### src/rtl/mem_pkg.sv
// Shared constants, state type and byte-lane helpers for the memory-stage LSU.
package mem_pkg;

  localparam logic [2:0] F3_LB  = 3'b000;
  localparam logic [2:0] F3_LH  = 3'b001;
  localparam logic [2:0] F3_LW  = 3'b010;
  localparam logic [2:0] F3_LBU = 3'b100;
  localparam logic [2:0] F3_LHU = 3'b101;
  localparam logic [2:0] F3_SB  = 3'b000;
  localparam logic [2:0] F3_SH  = 3'b001;
  localparam logic [2:0] F3_SW  = 3'b010;

  typedef enum logic [1:0] {
    IDLE = 2'd0,
    REQ  = 2'd1,
    DONE = 2'd2
  } state_t;

  // Byte enables for a store; half stores only ever land on lane 0 or lane 2.
  function automatic logic [3:0] wstrb_encode(input logic [2:0] f3, input logic [1:0] a);
    logic [3:0] s;
    case (f3)
      F3_SB:   s = 4'b0001 << a;
      F3_SH:   s = 4'b0011 << {a[1], 1'b0};
      default: s = 4'b1111;
    endcase
    return s;
  endfunction

endpackage

### src/rtl/load_extend.sv
// Picks the addressed byte/half out of a load word and sign- or zero-extends it.
module load_extend
  import mem_pkg::*;
(
  input  logic [31:0] i_rdata,
  input  logic [1:0]  i_addr_lo,
  input  logic [2:0]  i_funct3,
  output logic [31:0] o_data
);

  logic [7:0]  w_byte;
  logic [15:0] w_half;

  always_comb begin
    case (i_addr_lo)
      2'd0:    w_byte = i_rdata[7:0];
      2'd1:    w_byte = i_rdata[15:8];
      2'd2:    w_byte = i_rdata[23:16];
      default: w_byte = i_rdata[31:24];
    endcase
    w_half = i_addr_lo[1] ? i_rdata[31:16] : i_rdata[15:0];
  end

  always_comb begin
    case (i_funct3)
      F3_LB:   o_data = {{24{w_byte[7]}}, w_byte};
      F3_LBU:  o_data = {24'h0, w_byte};
      F3_LH:   o_data = {{16{w_half[15]}}, w_half};
      F3_LHU:  o_data = {16'h0, w_half};
      default: o_data = i_rdata;
    endcase
  end

endmodule

### src/rtl/mem_stage_lsu.sv
// MEM-stage load/store unit: req/ack data-memory handshake with timeout,
// lane steering, load extension and upstream stall generation.
module mem_stage_lsu
  import mem_pkg::*;
#(
  parameter int TIMEOUT = 16
) (
  input  logic        clk,
  input  logic        rst,
  input  logic        ex_valid,
  input  logic [31:0] alu_result_in,
  input  logic [31:0] store_data_in,
  input  logic [4:0]  rd_addr_in,
  input  logic        RegWrite_in,
  input  logic        MemToReg_in,
  input  logic        MemRead_in,
  input  logic        MemWrite_in,
  input  logic [2:0]  funct3_in,
  output logic        dmem_req,
  output logic        dmem_we,
  output logic [31:0] dmem_addr,
  output logic [31:0] dmem_wdata,
  output logic [3:0]  dmem_wstrb,
  input  logic        dmem_ack,
  input  logic [31:0] dmem_rdata,
  output logic [31:0] alu_result_out,
  output logic [31:0] mem_read_data_out,
  output logic [4:0]  rd_addr_out,
  output logic        RegWrite_out,
  output logic        MemToReg_out,
  output logic        mem_stall,
  output logic        access_err
);

  localparam int CNT_W = $clog2(TIMEOUT);

  function automatic logic f3_legal(input logic is_store, input logic [2:0] f3);
    if (is_store)
      return (f3 == F3_SB) || (f3 == F3_SH) || (f3 == F3_SW);
    return (f3 == F3_LB) || (f3 == F3_LH) || (f3 == F3_LW) ||
           (f3 == F3_LBU) || (f3 == F3_LHU);
  endfunction

  function automatic logic misaligned(input logic [2:0] f3, input logic [1:0] a);
    return ((f3[1:0] == 2'b01) && a[0]) || ((f3[1:0] == 2'b10) && (a != 2'b00));
  endfunction

  function automatic logic [31:0] lane_wdata(input logic [2:0] f3, input logic [31:0] d);
    case (f3[1:0])
      2'b00:   return {4{d[7:0]}};
      2'b01:   return {2{d[15:0]}};
      default: return d;
    endcase
  endfunction

  state_t           r_state;
  logic [CNT_W-1:0] r_cnt;
  logic             r_tout;
  logic             r_regwrite;
  logic             r_memtoreg;
  logic [31:0]      r_alu;
  logic [31:0]      r_rdata;
  logic [4:0]       r_rd;
  logic [2:0]       r_funct3;

  logic             w_mem_op;
  logic             w_legal;
  logic             w_start;
  logic             w_illegal;
  logic [31:0]      w_ext;

  // MemWrite wins when both MemRead and MemWrite are set.
  assign w_mem_op  = ex_valid & (MemRead_in | MemWrite_in);
  assign w_legal   = f3_legal(MemWrite_in, funct3_in) & ~misaligned(funct3_in, alu_result_in[1:0]);
  assign w_start   = (r_state == IDLE) & w_mem_op & w_legal;
  assign w_illegal = (r_state == IDLE) & w_mem_op & ~w_legal;

  load_extend u_load_extend (
    .i_rdata   (dmem_rdata),
    .i_addr_lo (r_alu[1:0]),
    .i_funct3  (r_funct3),
    .o_data    (w_ext)
  );

  // Control and registered memory-port state
  always_ff @(posedge clk or posedge rst) begin
    if (rst) begin
      r_state    <= IDLE;
      r_cnt      <= '0;
      r_tout     <= 1'b0;
      r_regwrite <= 1'b0;
      r_memtoreg <= 1'b0;
      dmem_req   <= 1'b0;
      dmem_we    <= 1'b0;
      dmem_addr  <= '0;
      dmem_wdata <= '0;
      dmem_wstrb <= '0;
    end else begin
      case (r_state)
        IDLE: begin
          if (w_start) begin
            r_state    <= REQ;
            r_cnt      <= '0;
            r_tout     <= 1'b0;
            r_regwrite <= RegWrite_in;
            r_memtoreg <= MemToReg_in;
            dmem_req   <= 1'b1;
            dmem_we    <= MemWrite_in;
            dmem_addr  <= {alu_result_in[31:2], 2'b00};
            dmem_wdata <= lane_wdata(funct3_in, store_data_in);
            dmem_wstrb <= MemWrite_in ? wstrb_encode(funct3_in, alu_result_in[1:0]) : 4'b0000;
          end
        end
        REQ: begin
          if (dmem_ack) begin
            r_state  <= DONE;
            dmem_req <= 1'b0;
          end else if (r_cnt == CNT_W'(TIMEOUT - 1)) begin
            r_state  <= DONE;
            r_tout   <= 1'b1;
            dmem_req <= 1'b0;
          end else begin
            r_cnt <= r_cnt + 1'b1;
          end
        end
        DONE: begin
          r_state <= IDLE;
          r_cnt   <= '0;
        end
        default: r_state <= IDLE;
      endcase
    end
  end

  // Datapath latches, no reset needed: only observed from REQ/DONE
  always_ff @(posedge clk) begin
    if (w_start) begin
      r_alu    <= alu_result_in;
      r_rd     <= rd_addr_in;
      r_funct3 <= funct3_in;
    end
    if ((r_state == REQ) && dmem_ack)
      r_rdata <= dmem_we ? 32'h0 : w_ext;
  end

  always_comb begin
    alu_result_out    = '0;
    mem_read_data_out = '0;
    rd_addr_out       = '0;
    RegWrite_out      = 1'b0;
    MemToReg_out      = 1'b0;
    mem_stall         = 1'b0;
    access_err        = 1'b0;
    case (r_state)
      IDLE: begin
        alu_result_out = alu_result_in;
        rd_addr_out    = rd_addr_in;
        RegWrite_out   = RegWrite_in & ~w_illegal & ~w_start;
        MemToReg_out   = MemToReg_in;
        mem_stall      = w_start;
        access_err     = w_illegal;
      end
      REQ: begin
        alu_result_out = r_alu;
        rd_addr_out    = r_rd;
        MemToReg_out   = r_memtoreg;
        mem_stall      = 1'b1;
      end
      DONE: begin
        alu_result_out    = r_alu;
        rd_addr_out       = r_rd;
        MemToReg_out      = r_memtoreg;
        RegWrite_out      = r_regwrite & ~r_tout;
        mem_read_data_out = r_tout ? 32'h0 : r_rdata;
        access_err        = r_tout;
      end
      default: ;
    endcase
  end

endmodule

### config.mk
export PLATFORM = sky130hd
export DESIGN_NAME = mem_stage_lsu
export DESIGN_NICKNAME = d
export VERILOG_FILES = /design/src/rtl/mem_pkg.sv /design/src/rtl/load_extend.sv /design/src/rtl/mem_stage_lsu.sv
export SDC_FILE = /design/constraint.sdc
export NUM_CORES = 1
export LEC_CHECK = 0
export CORE_MARGIN = 10
export CORE_UTILIZATION = 30
export DETAILED_ROUTE_END_ITERATION = 8
export PLACE_DENSITY = 0.62
export SETUP_SLACK_MARGIN = 0.3
export SLEW_MARGIN = 20
export SYNTH_ARGS = -nofsm -noshare
export SYNTH_HDL_FRONTEND = slang
export SYNTH_SLANG_ARGS = --single-unit
### constraint.sdc
create_clock -name clk -period 9.22 [get_ports clk]
set_input_delay 2.766 -clock clk [delete_from_list [all_inputs] [get_ports clk]]
set_output_delay 2.766 -clock clk [all_outputs]
set_load 0.05 [all_outputs]
* Yosys cells after proc, flatten, opt, wreduce, memory -nomap -nowiden
Cells that the tools add are included.
Storage, ports and cells: flip-flop bits (word level) 149, input bits 112, output and inout port bits 143, word-level logic and storage cells 105
Operators by class: $add $sub $neg 1, equality and inequality tests 19, shift operators 2, multiplexer cells 33, bitwise gates (word level) 14, reductions and logical operators 22
Operators with widths (count):
- $pmux W32 S2 | 2
- $pmux W32 S4 | 1
- $mux W32 | 2
- $pmux W8 S3 | 1
- $mux W16 | 1
- $mux W4 | 4
- $eq A3 B3 Y1 const B | 4
- $pmux W1 S2 | 6
- $pmux W4 S3 | 1
- $pmux W5 S2 | 1
- $mux W1 | 9
- $and A1 B1 Y1 | 8
- $ne A2 B2 Y1 const B | 4
- $pmux W4 S2 | 1
- $reduce_and A4 Y1 | 2
- $eq A2 B1 Y1 const B | 3
- $eq A2 B2 Y1 const B | 3
- $eq A3 B1 Y1 const B | 2
- $logic_not A2 Y1 | 3
- $logic_not A3 Y1 | 2
- $mux W2 | 3
- $logic_or A1 B1 Y1 | 5
- $not A1 Y1 | 5
- $add A4 B1 Y4 const B | 1
- other kinds (13) | 17

* Longest topological paths before layout
depth in word-level cells 13, gate-level depth with buffers 10, mapped depth without buffers 7

* Hierarchy
Synthesis repeated with hierarchy kept, for this count alone.
Unflattened totals: cells, all modules 750, area total of the unflattened synthesis 7499.7 um^2
Modules (own cells, without submodules):
- mem_stage_lsu | times used 1, cells an instance 617, area an instance 6530.0 um^2, seq. area each 4088.9 um^2
- load_extend | times used 1, cells an instance 133, area an instance 969.7 um^2, seq. area each 0.0 um^2

* Least setup slack after synthesis
OpenSTA, ideal clock, no wires.
path type input to output, start in alu_result_in[1], end out mem_stall, arrival 4.439 ns, required time 6.454 ns, path slack 2.015 ns, stages 6, path buffers 3, path through or4_1 -> a21o_1 -> clkbuf_1 -> clkbuf_1 -> clkbuf_1 -> nand2_1
Between the ends: word-level cells in the longest chain between the ends 7
Ends and longest elaborated chain:
- start, declared | line mem_stage_lsu.sv:11 | input logic [31:0] alu_result_in,
- $reduce_bool A2 Y1 | line mem_stage_lsu.sv:45 | return ((f3[1:0] == 2'b01) && a[0]) || ((f3[1:0] == 2'b10) && (a != 2'b00));
- $logic_and A1 B1 Y1 | line mem_stage_lsu.sv:45
- $logic_or A1 B1 Y1 | line mem_stage_lsu.sv:45
- $not A1 Y1 | line mem_stage_lsu.sv:74 | assign w_legal = f3_legal(MemWrite_in, funct3_in) & ~misaligned(funct3_in, alu_result_in[1:0]);
- $and A1 B1 Y1 | line mem_stage_lsu.sv:74
- $and A1 B1 Y1 | line mem_stage_lsu.sv:75 | assign w_start = (r_state == IDLE) & w_mem_op & w_legal;
- $pmux W1 S2 | line mem_stage_lsu.sv:154 | case (r_state)
- end, declared | line mem_stage_lsu.sv:31 | output logic mem_stall,
Every way passes these cells.

* Worst setup path in the final report
start in funct3_in[0], end out mem_stall
Between the ends: word-level cells in the longest chain between the ends 9, elaborated cells on any way between the ends 20, classes of those cells eq/ne: 6; mux: 3; bitwise: 3; reduce/logical: 8
Ends and longest elaborated chain:
- start, declared | line mem_stage_lsu.sv:18 | input logic [2:0] funct3_in,
- $eq A3 B1 Y1 or $logic_not A3 Y1 (tied branches) | line mem_stage_lsu.sv:39, mem_stage_lsu.sv:40
- $logic_or A1 B1 Y1 (2 in a row) | line mem_stage_lsu.sv:39, mem_stage_lsu.sv:40
- $logic_or A1 B1 Y1 | line mem_stage_lsu.sv:40 | return (f3 == F3_LB) || (f3 == F3_LH) || (f3 == F3_LW) ||
- $logic_or A1 B1 Y1 | line mem_stage_lsu.sv:41 | (f3 == F3_LBU) || (f3 == F3_LHU);
- $mux W1 | line mem_stage_lsu.sv:40
- $and A1 B1 Y1 (*) | line mem_stage_lsu.sv:74
- $and A1 B1 Y1 (*) | line mem_stage_lsu.sv:75
- $pmux W1 S2 (*) | line mem_stage_lsu.sv:154
Mark *: on every way between the ends. The rest lies on a longest branch, timed or not. The select of a mux whose other input is x is not followed.

==> metrics.txt <==
post-CTS sizing=0; Port Buffers=252; Setup CP Type=input pin to output port; Die Height=173 um; Slew Limit Fails=0; first-pass GRT wire length=37300 um; crit start category=input pin; f_max=127 MHz; final hold slack=0.474 ns; post-DR wirelength/cell=19.0 um; pwr/cell area=380 nW/um2; Tmin final=7.87 ns; post-synthesis adder-cell area fraction=1.07%; final-report setup violation count=0; CTS tree=yes; H-tree level count=4; Final Cycle Share=85.3%; routed wl met3=2390 um; clock root cell=clkbuf_16; cell leakage power=4.30 nW; Critical Path AT=5.10 ns; area grow syn2layout=48.4%; Die ar.=29900 um2; drt drc=0; fin area=10400 um2; XOR/XNOR share of the synthesized area=0%; area leader, netlist=edfxtp_1; Via density=4.77; Synth cell types=41; Total GRT Usage=15.7%; sequential share of power=24.9%; maxcap violations=0; number of global-route vias before repair=6222; Seq/Total Area, Yosys=58.2%; Met1 Wirelength=10500 um; total net switching power=1.99 mW; Setup TNS Final=0 ns; initial antenna violation count=0; Hold Fails Final Rpt=0; Antenna diodes=0; Sw Ratio=50.2%; Skew-Pair Late Insertion Delay=0.42 ns; Crit. End Element=output port; clk_skew=0.0127 ns; main combinational cell family by area after synthesis=simple AND/OR/NAND/NOR gates; combinational share of power=57.3%; via count=6088; Required @ worst endpoint=6.45 ns; top cell type's share of synthesized area=30.8%; clock share of power=17.8%; CTS Buf Count=17; mux share of post-synthesis cell area=4.67%; fill count=2218; Rows=55; YS warnings=0; total global routing overflow=0; met2 WL=11100 um; Post-Syn Area=7020 um2; syn avg cell area=9.75 um2; clock slew at reported path FFs=0.07 ns; DR top layer=met4; largest net degree at the start of global routing=57; worst-margin pin slew=1.05 ns; die width=173 um; Synth Area in Simple Gates=18.8%; Compound-Gate Fraction of Synth Area=13.3%; status=finished clean; drt initial violations=369; DRT Pass-1 Iters=5; DRT antenna net count=0; hpwl dp=17200 um; hold buffer count at cts=0; crit path max fanout=14; HP Class=flop to flop; Slew headroom=30.1%; Seq cells post-synth=149; NumNets Final=1067; Core Footprint=22800 um2; layout cells sized above 1=5.82%; clock sink count=149; routed wire length=24200 um; internal power=1.97 mW; initial core utilization=30.7%; unrepaired setup endpoints after global routing=no; CTS max path bufs=2; Post-DP Area=9830 um2; Post-CTS Setup Inserts=0; VDD IR max=238 uV; I/O Pins=255; cells after synthesis=720; top cells by area, synth=edfxtp_1, dfrtp_1, nand2_1; GPL Wtd Cong=0.775
synth_stat cells:
cell type and n:
nand2_1 194, dfrtp_1 77, edfxtp_1 72, nor2_1 62, clkbuf_1 46, o21ai_0 46
a22oi_1 38, and2_1 34, a21oi_1 33, mux2i_1 26, inv_1 16, a221oi_1 9
nor3_1 7, a2bb2oi_1 6, buf_1 6, ha_1 6, mux2_2 6, nand3_1 6
nor2b_1 4, buf_4 2, nand2b_1 2, nand3b_1 2, or4_1 2, a2111oi_0 1
a2111oi_2 1, a211o_1 1, a211oi_1 1, a21o_1 1, a221o_1 1, a31oi_1 1
a32o_1 1, clkinv_1 1, conb_1 1, nor3b_1 1, o211a_1 1, o211ai_1 1
o21ai_1 1, o21bai_1 1, o22a_1 1, o41ai_1 1, or3_1 1
cells in the final DEF (no fill, tap or decap), types with 3 or more instances in the layout:
cell type | Yosys | layout
edfxtp_1 | 72 | 72
nor2_1 | 62 | 62
clkbuf_16 | 0 | 17
mux2i_1 | 26 | 26
a221oi_1 | 9 | 9
a2bb2oi_1 | 6 | 6
a21oi_1 | 33 | 33
a22oi_1 | 38 | 38
mux2_2 | 6 | 6
nand2_1 | 194 | 194
inv_1 | 16 | 15
buf_4 | 2 | 11
clkinv_2 | 0 | 3
dfrtp_1 | 77 | 77
clkdlybuf4s50_1 | 0 | 252
and2_1 | 34 | 34
nand3_1 | 6 | 6
ha_1 | 6 | 5
nor3_1 | 7 | 7
nor2b_1 | 4 | 3
inv_6 | 0 | 5
o21ai_0 | 46 | 46
worst max-delay path, cell delays in order:
cell             delay, ns
clkdlybuf4s50_1       0.39
buf_4                 0.21
or4_1                 0.58
a21o_4                0.26
nand2_1               0.06
clkdlybuf4s50_1       0.83
per-layer routing:
| metal | global-route usage, % | vias up |
|---|---|---|
| met3 | 6.97 | 12 |
| li1 | - | 2936 |
| met1 | 19.5 | 2909 |
| met5 | 0 | - |
| met2 | 24.5 | 231 |
| met4 | 3.67 | 0 |
sequential cells by signal, indices dropped and copies added (netlist names), 2 cells and up:
register and cells:
dmem_addr 30, r_rdata 32, r_rd 5, dmem_wstrb 4
r_cnt 4, dmem_wdata 32, r_alu 32, r_state 2
r_funct3 3
final cells by class:
class,instances,area (um2),area share (%)
well taps,313,392,3.76
flip-flops and latches,149,4090,39.2
clock buffers,17,425,4.08
clock inverters,15,165,1.58
multi-input cells,501,2680,25.7
inverters,17,66.3,0.636
repair buffers,263,2610,25.0
stage by stage:
stage | instances | power (mW) | worst slack, ns | util (%)
6_report | 1275 | 3.96 | 1.35 | 45.6
5_1_grt | 1275 | 4.17 | 1.26 | 45.6
4_1_cts | 1275 | 4.02 | 1.33 | 45.6
3_5_place_dp | 1243 | 3.30 | 1.33 | 43.0
3_3_place_gp | 1243 | 3.29 | 1.32 | 43.0
2_1_floorplan | 721 | 2.46 | 2.01 | -
power by group through the flow:
stage / Combinational, mW / Clock [mW] / Sequential (mW)
after floorplan: 0.961 / 0 / 1.50
after global placement: 2.30 / 0 / 0.994
after detailed placement: 2.30 / 0 / 1.00
after CTS: 2.31 / 0.723 / 0.990
after global routing: 2.40 / 0.756 / 1.01
final: 2.27 / 0.704 / 0.989
path summary, 6_finish.rpt:
path	startpoint	to	slack, ns	depth (start not counted)
worst max-delay path	funct3_in[0]	mem_stall	1.35	6
worst min-delay path	dmem_addr[23]	dmem_addr[23]	0.47	2
worst max register to register	r_state[0]	r_alu[4]	5.43	7
worst min register to register	dmem_addr[23]	dmem_addr[23]	0.47	2
max in group asynchronous	rst	dmem_wdata[27]	5.42	3
min in group asynchronous	rst	dmem_addr[4]	2.72	2
kinds of logic after synthesis:
logic type / Yosys count
other cells: 1
compound gates: 146
simple gates: 315
fa+ha+maj: 6
mux: 32
buf+inv: 71
flops: 149
Note: power is estimated with default switching activity, not from simulation.
